### src/rtl/tinyalu_pipe.sv
// Parametrised tiny ALU: single-cycle logic/add ops, counter-timed MUL/INC with busy.
// Optional zero/carry status outputs are enabled by defining TINYALU_STATUS_EN.
module tinyalu_pipe #(
    parameter int WIDTH       = 8,
    parameter int MUL_LATENCY = 3
) (
    input  logic                 clk,
    input  logic                 reset,
    input  logic                 start,
    input  logic [2:0]           opcode,
    input  logic [WIDTH-1:0]     A,
    input  logic [WIDTH-1:0]     B,
    output logic [2*WIDTH-1:0]   result,
    output logic                 done,
    output logic                 busy
`ifdef TINYALU_STATUS_EN
    ,
    output logic                 zero,
    output logic                 carry
`endif
);

    localparam int CW = $clog2(MUL_LATENCY);

    localparam logic [2:0] OP_NOP = 3'd0;
    localparam logic [2:0] OP_ADD = 3'd1;
    localparam logic [2:0] OP_AND = 3'd2;
    localparam logic [2:0] OP_XOR = 3'd3;
    localparam logic [2:0] OP_MUL = 3'd4;
    localparam logic [2:0] OP_SUB = 3'd5;
    localparam logic [2:0] OP_NOT = 3'd6;
    localparam logic [2:0] OP_INC = 3'd7;

    typedef enum logic {ST_IDLE = 1'b0, ST_WAIT = 1'b1} state_e;

    state_e                 state_q, state_d;
    logic [CW-1:0]          cnt_q, cnt_d;
    logic                   busy_q, busy_d;
    logic                   done_q, done_d;
    logic [2*WIDTH-1:0]     result_q, result_d;
    logic [WIDTH-1:0]       a_q, a_d;
    logic [WIDTH-1:0]       b_q, b_d;
    logic [2:0]             op_q, op_d;
`ifdef TINYALU_STATUS_EN
    logic                   zero_q, zero_d;
    logic                   carry_q, carry_d;
`endif

    logic accept;
    logic is_multi;
    logic finish;

    // NOP keeps the previous result, so the held value is passed in.
    function automatic logic [2*WIDTH-1:0] alu_result(
        input logic [2:0]         op,
        input logic [WIDTH-1:0]   a,
        input logic [WIDTH-1:0]   b,
        input logic [2*WIDTH-1:0] prev
    );
        logic [WIDTH:0]       sum;
        logic [2*WIDTH-1:0]   res;
        sum = '0;
        res = prev;
        case (op)
            OP_ADD: begin
                sum = {1'b0, a} + {1'b0, b};
                res = {{(WIDTH-1){1'b0}}, sum};
            end
            OP_INC: begin
                sum = {1'b0, a} + {1'b0, b} + {{WIDTH{1'b0}}, 1'b1};
                res = {{(WIDTH-1){1'b0}}, sum};
            end
            OP_AND:  res = {{WIDTH{1'b0}}, a & b};
            OP_XOR:  res = {{WIDTH{1'b0}}, a ^ b};
            OP_SUB:  res = {{WIDTH{1'b0}}, a - b};
            OP_NOT:  res = {{WIDTH{1'b0}}, ~a};
            OP_MUL:  res = {{WIDTH{1'b0}}, a} * {{WIDTH{1'b0}}, b};
            default: res = prev;
        endcase
        return res;
    endfunction

`ifdef TINYALU_STATUS_EN
    // Carry out for ADD/INC, borrow for SUB, cleared for everything else.
    function automatic logic alu_carry(
        input logic [2:0]       op,
        input logic [WIDTH-1:0] a,
        input logic [WIDTH-1:0] b
    );
        logic [WIDTH:0] sum;
        logic           cy;
        sum = '0;
        cy  = 1'b0;
        case (op)
            OP_ADD: begin
                sum = {1'b0, a} + {1'b0, b};
                cy  = sum[WIDTH];
            end
            OP_INC: begin
                sum = {1'b0, a} + {1'b0, b} + {{WIDTH{1'b0}}, 1'b1};
                cy  = sum[WIDTH];
            end
            OP_SUB:  cy = (a < b);
            default: cy = 1'b0;
        endcase
        return cy;
    endfunction
`endif

    assign accept   = start && !busy_q;
    assign is_multi = (opcode == OP_MUL) || (opcode == OP_INC);
    assign finish   = (state_q == ST_WAIT) && (cnt_q == CW'(1));

    always_ff @(posedge clk) begin
        if (reset) begin
            state_q  <= ST_IDLE;
            cnt_q    <= '0;
            busy_q   <= 1'b0;
            done_q   <= 1'b0;
            result_q <= '0;
`ifdef TINYALU_STATUS_EN
            zero_q   <= 1'b0;
            carry_q  <= 1'b0;
`endif
        end else begin
            state_q  <= state_d;
            cnt_q    <= cnt_d;
            busy_q   <= busy_d;
            done_q   <= done_d;
            result_q <= result_d;
`ifdef TINYALU_STATUS_EN
            zero_q   <= zero_d;
            carry_q  <= carry_d;
`endif
        end
    end

    // Captured operands are pure data and carry no reset.
    always_ff @(posedge clk) begin
        a_q  <= a_d;
        b_q  <= b_d;
        op_q <= op_d;
    end

    always_comb begin
        state_d = state_q;
        cnt_d   = cnt_q;
        case (state_q)
            ST_IDLE: begin
                if (accept && is_multi) begin
                    state_d = ST_WAIT;
                    cnt_d   = CW'(MUL_LATENCY - 1);
                end
            end
            ST_WAIT: begin
                if (cnt_q == CW'(1)) begin
                    state_d = ST_IDLE;
                    cnt_d   = '0;
                end else begin
                    cnt_d = cnt_q - CW'(1);
                end
            end
            default: begin
                state_d = ST_IDLE;
                cnt_d   = '0;
            end
        endcase
    end

    // accept and finish are exclusive: accept needs busy low, finish needs WAIT.
    always_comb begin
        busy_d   = (state_d == ST_WAIT);
        done_d   = 1'b0;
        result_d = result_q;
        a_d      = a_q;
        b_d      = b_q;
        op_d     = op_q;
`ifdef TINYALU_STATUS_EN
        zero_d   = zero_q;
        carry_d  = carry_q;
`endif
        if (accept) begin
            a_d  = A;
            b_d  = B;
            op_d = opcode;
            if (!is_multi) begin
                done_d   = 1'b1;
                result_d = alu_result(opcode, A, B, result_q);
`ifdef TINYALU_STATUS_EN
                zero_d   = (result_d == '0);
                carry_d  = alu_carry(opcode, A, B);
`endif
            end
        end else if (finish) begin
            done_d   = 1'b1;
            result_d = alu_result(op_q, a_q, b_q, result_q);
`ifdef TINYALU_STATUS_EN
            zero_d   = (result_d == '0);
            carry_d  = alu_carry(op_q, a_q, b_q);
`endif
        end
    end

    assign result = result_q;
    assign done   = done_q;
    assign busy   = busy_q;
`ifdef TINYALU_STATUS_EN
    assign zero   = zero_q;
    assign carry  = carry_q;
`endif

endmodule

### config.mk
export PLATFORM = sky130hd
export DESIGN_NAME = tinyalu_pipe
export DESIGN_NICKNAME = d
export VERILOG_FILES = /design/src/rtl/tinyalu_pipe.sv
export SDC_FILE = /design/constraint.sdc
export NUM_CORES = 1
export LEC_CHECK = 0
export CELL_PAD_IN_SITES_DETAIL_PLACEMENT = 0
export CELL_PAD_IN_SITES_GLOBAL_PLACEMENT = 2
export CORE_ASPECT_RATIO = 0.9
export CORE_MARGIN = 3
export CORE_UTILIZATION = 41
export DETAILED_ROUTE_END_ITERATION = 10
export PLACE_DENSITY_LB_ADDON = 0.1
export SYNTH_ARGS = -nofsm -noshare
export SYNTH_HDL_FRONTEND = slang
export SYNTH_SLANG_ARGS = --single-unit
### constraint.sdc
create_clock -name clk -period 12.25 [get_ports clk]
set_clock_uncertainty 0.2 [all_clocks]
set_input_delay 3.675 -clock clk [delete_from_list [all_inputs] [get_ports clk]]
set_output_delay 3.675 -clock clk [all_outputs]
set_load 0.02 [all_outputs]
After elaboration in Yosys (flattened, before gate mapping)

Cells that the tools add are included.

Register bits: 39
Input bits: 22
Output and inout port bits: 18
Word-level logic and storage cells: 63

Add/sub/neg operators: 7
$mul: 2
Equality and inequality tests: 18
Multiplexer cells: 14
Bitwise logic cells: 7
Reduce and logical (&&, ||, !) cells: 8

Operators by type and width:

| operator                                                                 | count |
|---|---|
| 16-bit case mux with 7 select lines                                      | 2 |
| 16-bit 2-to-1 mux                                                        | 3 |
| 8-bit by 8-bit multiplier with 16-bit output                             | 2 |
| 3-bit == test (second input constant)                                    | 8 |
| 8-bit by 8-bit adder with 9-bit output                                   | 2 |
| 9-bit by 1-bit adder with 9-bit output (second input constant)           | 2 |
| 8-bit bitwise AND                                                        | 2 |
| 8-bit NOT                                                                | 2 |
| 8-bit subtractor                                                         | 2 |
| 8-bit bitwise XOR                                                        | 2 |
| 3-bit by 2-bit == test with 1-bit output (second input constant)         | 4 |
| 8-bit by 1-bit inequality test with 1-bit output (second input constant) | 1 |
| 8-bit nonzero test                                                       | 1 |
| 3-bit by 1-bit == test with 1-bit output (second input constant)         | 2 |
| 1-bit 2-to-1 mux                                                         | 5 |
| 2-bit 2-to-1 mux                                                         | 2 |
| 2-bit inequality test (second input constant)                            | 2 |
| 2-bit case mux with 2 select lines                                       | 1 |
| 4-bit AND reduction                                                      | 1 |
| 1-bit logical AND                                                        | 3 |
| 2-bit by 1-bit == test with 1-bit output (second input constant)         | 1 |
| 1-bit case mux with 2 select lines                                       | 1 |
| 2-bit nonzero test                                                       | 1 |
| 2-bit by 1-bit subtractor with 2-bit output (second input constant)      | 1 |
| 3 further kinds                                                          | 3 |

Longest topological paths before layout

Gate-level depths: netlist of run 1.

Word-level depth: 5
Gate-level depth with buffers: 18
Gate-level depth less buffers: 18

Worst setup path after synthesis of run 1

OpenSTA, ideal clock, no wires.

Path type: input-to-reg
From: input A[0]
To: register result_q[7], in the netlist result[7]
Library setup time: 88 ps
Arrival time: 7342 ps
Required time: 11962 ps
Slack: 4619 ps
Stages: 15
Path buffers: 0
Cells stage by stage: nand2_1 > fa_1 > fa_1 > inv_1 > fa_1 > inv_1 > fa_1 > inv_1 > ha_1 > nor4b_1 > nor3_1 > a211o_1 > a32oi_1 > a31oi_1 > a311oi_2

Longest elaborated chain between the ends: 5
Elaborated cells between the ends (all ways): 7
Classes of those cells: add/sub (3); mul (1); mux (3)

RTL lines:

| element                                                                              | line | text |
|---|---|---|
| start, declared                                                                      | 11   | `input logic [WIDTH-1:0] A,` |
| branches (longest 2 deep; another with 8-bit by 8-bit multiplier with 16-bit output) | --   |  |
| 16-bit case mux with 7 select lines *                                                | 64   | `case (op)` |
| 16-bit 2-to-1 mux *                                                                  | 186  | `if (!is_multi) begin` |
| 16-bit 2-to-1 mux *                                                                  | 182  | `if (accept) begin` |
| end signal, assigned                                                                 | 130  | `result_q <= result_d;` |
| end, declared                                                                        | 40   | `logic [2*WIDTH-1:0] result_q, result_d;` |

Every way passes the cells marked *. The select of a mux whose other input is x is not followed.
A chain may end at the register's enable or synchronous reset.

Worst setup path in the final report of run 1

From: input A[1]
To: register result_q[7], in the netlist result[7]

The elaborated chain is that of the path after synthesis.

==> metrics.md, run 1 <==
| Metric | Value |
|---|---|
| Routed via count | 5956 |
| Number of flops mapped to enable cells by yosys | 19 |
| Core area | 16300 um2 |
| Top-area cell type share of the netlist area | 16.8% |
| Lkg Pwr | 3.42 nW |
| Critical path fanouts, max | 12 |
| P_sw | 424 uW |
| Fin cells | 1052 |
| Routed WL | 21100 um |
| Initial antenna violation count | 0 |
| Die footprint | 18400 um2 |
| CTS buffer count | 5 |
| Die height | 129 um |
| Largest net degree at the start of global routing | 31 |
| Initial DRC Count | 329 |
| CTS tree | yes |
| WHS | 0.255 ns |
| Rows | 44 |
| GRT overflow | 0 |
| Peak supply drop | 0.0619 mV |
| Clk_lat worst skew | 0.30 ns |
| Comb power frac | 63.3% |
| Ys flop type | dfxtp_1 |
| Net count after synthesis | 988 |
| # DRC | 0 |
| # resized after CTS | 0 |
| Syn_area_per_cell | 8.39 um2 |
| Fin. Hold Viols | 0 |
| Fmax | 117 MHz |
| Sw Ratio | 46.1% |
| Pins over their slew limit | 0 |
| Sequential area share after synthesis | 14.1% |
| Hold_buf cts | 0 |
| Critical path launch point type | primary input |
| Setup_tns | 0 ns |
| Setup slack after layout | 3.73 ns |
| Dpl cells | 1044 |
| Global-route wire length before repair | 33900 um |
| Cell count after synthesis | 822 |
| Detailed placement HPWL | 17100 um |
| Starting density of the core | 42.3% |
| CTS clk-pin slew, worst paths | 0.06 ns |
| Filler Cell Count | 1603 |
| Fraction of layout cells with a size suffix above 1 | 3.91% |
| Critical path class | in2reg |
| Worst Path Arrival | 8.52 ns |
| Warnings from Yosys | 0 |
| Outcome | finished clean |
| Die Width | 143 um |
| Reg area | 971 um2 |
| DRT antenna net count | 0 |
| Area Overhead vs Synth | 10.2% |
| Post-synth top area cell | fa_1 |
| Top cells by count, synth | 118 x inv_1, 86 x ha_1, 74 x nor2_1 |
| Worst Hold Class | reg2reg |
| Clk buf depth | 2 |
| Crit path required time | 12.25 ns |
| Crit path time final | 8.52 ns |
| Port bufs | 39 |
| H-tree Lvls | 2 |
| Synthesized flop and latch total | 39 |
| # diodes | 0 |
| Final Setup Violations | 0 |
| Share of synthesized flip-flops with an asynchronous set or reset | 0% |
| Layout Nets | 1010 |
| PD cells | 121 nW/um2 |
| Vias per cell | 5.66 |
| Synthesized area | 6900 um2 |
| Clock power share | 19.1% |
| Final worst-path cycle share | 69.6% |
| Internal Power | 496 uW |
| Synth area leaders | fa_1 17%, ha_1 16%, edfxtp_1 8.3%, inv_1 6.4%, dfxtp_1 5.8% |
| Slew @ Worst Pin | 1.06 ns |
| Root Driver | clkbuf_16 |
| # Max-Cap Violations | 0 |
| RSZ-0062 raised after global routing | no |
| Clk sinks | 39 |
| Total GRT Usage | 23.7% |
| TritonRoute pass-1 iters | 7 |
| IO Pins | 40 |
| Area of the multi-input gates | 5310 um2 |
| Postcts setup bufs | 0 |
| Top-count cell post-synth | inv_1 |
| Flop pwr share | 17.6% |
| Gp weighted congestion | 0.908 |
| Pre-CTS WS | 3.44 ns |
| CP Capture Type | register |
| Post-synth cell types | 87 |
| Slew headroom | 28.8% |
| Vias in the first global route | 6138 |
| DR WL/cell | 20.1 um |
[worst max-delay path, cell delays in order]
cell and delay [ns]:
clkdlybuf4s50_1 0.81, nand2_1 0.15, fa_1 0.51, fa_1 0.55, inv_1 0.06, fa_1 0.54, inv_1 0.06, fa_1 0.54
inv_1 0.05, ha_1 0.32, nor4b_1 0.32, nor3_1 0.08, a211o_1 0.30, a32oi_1 0.20, a31oi_1 0.07, a311oi_2 0.28
[flip-flops by register name, indices dropped and copies added, names as in the netlist]
name	flops
a_q	8
busy	1
cnt_q	2
b_q	8
result	16
done	1
op_q	3
[kinds of logic after synthesis]
family	after synthesis	share of synthesized area, %
simple gates	254	19.2
mux	14	2.32
flops	39	14.1
xor+xnor	28	3.66
buf+inv	150	8.98
fa+ha+maj	144	32.4
compound gates	193	19.4
[cell usage in the layout, fill, tap and decap left out, types with 5 or more instances in the layout]
| master | n |
|---|---|
| nand2_1 | 49 |
| a31oi_1 | 9 |
| a21oi_1 | 44 |
| o21a_1 | 8 |
| inv_1 | 118 |
| a21o_1 | 11 |
| nor3_1 | 15 |
| clkbuf_16 | 5 |
| a22oi_1 | 7 |
| mux2i_1 | 10 |
| and2_1 | 50 |
| nor3b_1 | 5 |
| xnor2_1 | 19 |
| nand2b_1 | 9 |
| nor2_1 | 74 |
| clkdlybuf4s50_1 | 39 |
| a311oi_1 | 5 |
| dfxtp_1 | 20 |
| o211ai_1 | 5 |
| o31ai_1 | 6 |
| nor2b_1 | 9 |
| ha_1 | 86 |
| nand3_1 | 7 |
| o22ai_1 | 10 |
| xor2_1 | 8 |
| edfxtp_1 | 19 |
| fa_1 | 58 |
| a211oi_1 | 7 |
| o21ai_0 | 35 |
[path summary, 6_finish.rpt]
kind                  start         end  slack (ns)  cells past startpoint
setup reg to reg     a_q[3]  result[13]        7.01                     15
setup / recovery       A[1]   result[7]        3.73                     16
hold / removal    result[2]   result[2]        0.25                      2
hold reg to reg   result[2]   result[2]        0.25                      2
[per-layer routing]
layer  vias up  part of all wire [%]  track usage (%)
met5         -                     0                0
met2       146                    47             40.0
met1      2921                    46             31.6
met4         0                   1.8             5.42
li1       2871                     -                -
met3        18                   5.3             4.50
[cell type report]
class | instances | share of cell area [%]
inverter | 122 | 6.02
clock buffer | 6 | 1.69
clock inverter | 2 | 0.790
timing repair buffer | 43 | 5.53
multi-input combinational | 633 | 69.8
tap | 207 | 3.41
sequential | 39 | 12.8
[metrics by stage]
| step | utilization (%) | area, um2 | power, mW |
|---|---|---|---|
| 6_report | 46.7 | 7610 | 0.919 |
| 5_1_grt | 46.7 | 7610 | 1.01 |
| 4_1_cts | 46.7 | 7610 | 0.928 |
| 3_5_place_dp | 45.5 | 7420 | 0.744 |
| 3_3_place_gp | 45.5 | 7420 | 0.740 |
| 2_1_floorplan | - | 6900 | 0.567 |
[power by group through the flow]
stage | clock (mW) | combinational [mW] | sequential (mW)
2_1_floorplan | 0 | 0.407 | 0.160
3_3_place_gp | 0 | 0.576 | 0.164
3_5_place_dp | 0 | 0.580 | 0.164
4_1_cts | 0.180 | 0.587 | 0.162
5_1_grt | 0.184 | 0.660 | 0.163
6_report | 0.176 | 0.582 | 0.161
Power figures use the tool's default switching activity.
==> run 2: changes to the inputs <==
Settings changed: CORE_UTILIZATION 41 to 35.
Clock period 12.25 ns to 6.9 ns, I/O delays scaled along.
==> run 2 against run 1 <==
  * Die area increased by 16%
  * Via count increased by 1.1%
  * Total power increased by 71%
  * Clock-buffer cell count decreased by 1
  * Cell area increased by 2.5%
  * Global-route usage decreased by 3.4 points
  * Hold slack improved by 0.017 ns
  * Worst setup slack got worse by 3.5 ns
  * Sequential share of layout area decreased by 0.31 points
  * Clock power increased by 37%
==> metrics.md, run 2 (synthesis gave the netlist of run 1 again) <==
| Metric | Value |
|---|---|
| Crit path required time | 6.90 ns (was 12.25 ns) |
| Root Driver | clkbuf_16 (unchanged) |
| Final worst-path cycle share | 96.1% |
| Detailed placement HPWL | 17600 um (was 17100 um) |
| P_sw | 751 uW (was 424 uW) |
| Most used routing layer | met2 (unchanged) |
| R2R depth | 15 (unchanged) |
| # resized after CTS | 0 (unchanged) |
| Vias per cell | 5.39 (was 5.66) |
| H-tree Lvls | 2 (unchanged) |
| Routed via count | 6022 (was 5956) |
| Fraction of layout cells with a size suffix above 1 | 6.68% (was 3.91%) |
| Hold path start | result[2] (unchanged) |
| RSZ-0062 raised after global routing | no (unchanged) |
| Critical path class | in2reg (unchanged) |
| Initial antenna violation count | 0 (unchanged) |
| Largest net degree at the start of global routing | 28 (was 31) |
| Internal Power | 819 uW (was 496 uW) |
| Port bufs | 39 (unchanged) |
| Final Setup Violations | 0 (unchanged) |
| Comb power frac | 66.3% (was 63.3%) |
| Post-route cell area | 7790 um2 (was 7610 um2) |
| Hold path cells | 2 (unchanged) |
| Critical path launch point type | primary input (unchanged) |
| M3 GR Usage | 2.46% (was 4.50%) |
| DR WL/cell | 19.3 um (was 20.1 um) |
| Clk_lat worst skew | 0.30 ns (about the same) |
| RR Endpoint | result[13] (unchanged) |
| Filler Cell Count | 1970 (was 1603) |
| Postcts setup bufs | 0 (unchanged) |
| Fin. Hold Viols | 0 (unchanged) |
| CTS clk-pin slew, worst paths | 0.06 ns (about the same) |
| Worst Hold Class | reg2reg (unchanged) |
| Placed inst area | 7640 um2 (was 7420 um2) |
| Starting density of the core | 35.8% (was 42.3%) |
| TritonRoute pass-1 iters | 7 (unchanged) |
| Crit path time final | 6.63 ns |
| Total GRT Usage | 20.3% (was 23.7%) |
| Sw Ratio | 47.8% (was 46.1%) |
| # Max-Cap Violations | 0 (unchanged) |
| Largest register FFs | 16 (unchanged) |
| Pins over their slew limit | 0 (unchanged) |
| M1 GR Usage | 28.2% (was 31.6%) |
| Die footprint | 21400 um2 (was 18400 um2) |
| Clk sinks | 39 (unchanged) |
| Met2 GRT Util | 33.8% (was 40.0%) |
| Area Overhead vs Synth | 13.0% (was 10.2%) |
| Global-route wire length before repair | 34400 um (was 33900 um) |
| GRT overflow | 0 (unchanged) |
| Gp weighted congestion | 0.861 (was 0.908) |
| CTS tree | yes (unchanged) |
| Hold_buf cts | 0 (unchanged) |
| # diodes | 0 (unchanged) |
| PD cells | 202 nW/um2 (was 121 nW/um2) |
| DRT antenna net count | 0 (unchanged) |
| Peak supply drop | 0.0857 mV (was 0.0619 mV) |
| Total power | 1.57 mW (was 919 uW) |
| Outcome | finished clean (unchanged) |
| CP Capture Type | register (unchanged) |
| Slew @ Worst Pin | 0.762 ns (was 1.06 ns) |
| Most common cell after layout, fill and taps aside | inv_1 (unchanged) |
| Fin util | 40.4% (was 46.7%) |
| Worst Path Arrival | 6.63 ns (was 8.52 ns) |
| Clock power share | 15.3% (was 19.1%) |
| Flop pwr share | 18.4% (was 17.6%) |
| Worst reg2reg startpoint | a_q[3] (unchanged) |
| Die height | 139 um (was 129 um) |
| Setup_tns | 0 ns (unchanged) |
| Rows | 48 (was 44) |
| Routed WL | 21600 um (was 21100 um) |
| # DRC | 0 (unchanged) |
| Die Width | 154 um (was 143 um) |
| Slew headroom | 49.2% (was 28.8%) |
| Vias in the first global route | 6080 (was 6138) |
| Initial DRC Count | 364 (was 329) |
| Hold Path End | result[2] (unchanged) |
| Worst R2R Setup Slack | 1.66 ns (was 7.01 ns) |
| Clk buf depth | 2 (unchanged) |
| Commonest cells after routing, fill and taps aside | 118 x inv_1, 86 x ha_1, 74 x nor2_1 (unchanged) |
| CTS buffer count | 5 (unchanged) |
| Layout Nets | 1033 (was 1010) |
| Critical path fanouts, max | 5 (was 12) |
| Fmax | 151 MHz |
| Core area | 19300 um2 (was 16300 um2) |
| IO Pins | 40 (unchanged) |
| Lkg Pwr | 3.52 nW (was 3.42 nW) |
[run 2: cell count changes in the layout (fill, tap and decap cells not counted), sizes merged]
cell,change
buf,+23
clkinv,+1
bufinv,-2
dlymetal6s2s,+1
clkinvlp,+2
clkbuf,-1
clkdlybuf4s50,-1
[run 2: layout make-up]
type / count / area, um2 / share of cell area (%)
Inverter: 122 / 458 / 5.87
Clock inverter: 3 / 20.0 / 0.257
Tap cell: 250 / 313 / 4.01
Multi-Input combinational cell: 633 / 5310 / 68.2
Sequential cell: 39 / 971 / 12.5
Timing Repair Buffer: 66 / 596 / 7.64
Clock buffer: 5 / 125 / 1.61
[run 2: metrics by stage]
stage	setup WS, ns	cells	hold slack, ns
after floorplan	0.874	822	0.295
after global placement	-0.0221	1110	0.257
after detailed placement	-0.117	1110	0.257
after CTS	0.189	1118	0.273
after global routing	0.0393	1118	0.300
final	0.272	1118	0.271
[run 2: worst max-delay path by stage]
stage,start,to,slack (ns)
after floorplan,A[0],result[7],0.87
after global placement,A[1],result[7],-0.02
after detailed placement,A[1],result[7],-0.12
after CTS,A[1],result[7],0.19
after global routing,B[3],result[7],0.04
final,B[3],result[7],0.27
[run 2: per-layer routing]
metal	up-vias	share of wire, %
li1	2910	-
met1	2956	46
met2	124	48
met3	32	3.9
met4	0	1.7
met5	-	0
[run 2: critical path, stage by stage]
cell,delay [ns]
clkdlybuf4s50_1,0.60
nand2_1,0.11
fa_1,0.50
fa_1,0.50
inv_1,0.06
fa_1,0.54
inv_1,0.06
fa_1,0.53
inv_1,0.04
ha_1,0.32
nor4b_1,0.31
nor3_1,0.09
a211o_1,0.27
a32oi_1,0.25
a31oi_1,0.09
a311oi_2,0.30
[run 2: power groups by stage]
stage	clock (mW)	sequential [mW]	combinational, mW
6_report	0.241	0.289	1.04
5_1_grt	0.254	0.292	1.18
4_1_cts	0.249	0.289	1.06
3_5_place_dp	0	0.294	1.04
3_3_place_gp	0	0.294	1.04
2_1_floorplan	0	0.284	0.722
==> run 3: changes to the inputs <==
Settings changed: CTS_CLUSTER_DIAMETER from default to 80.
==> results of run 3 <==
The final DEF is identical to that of run 2; final timing and power are the same.
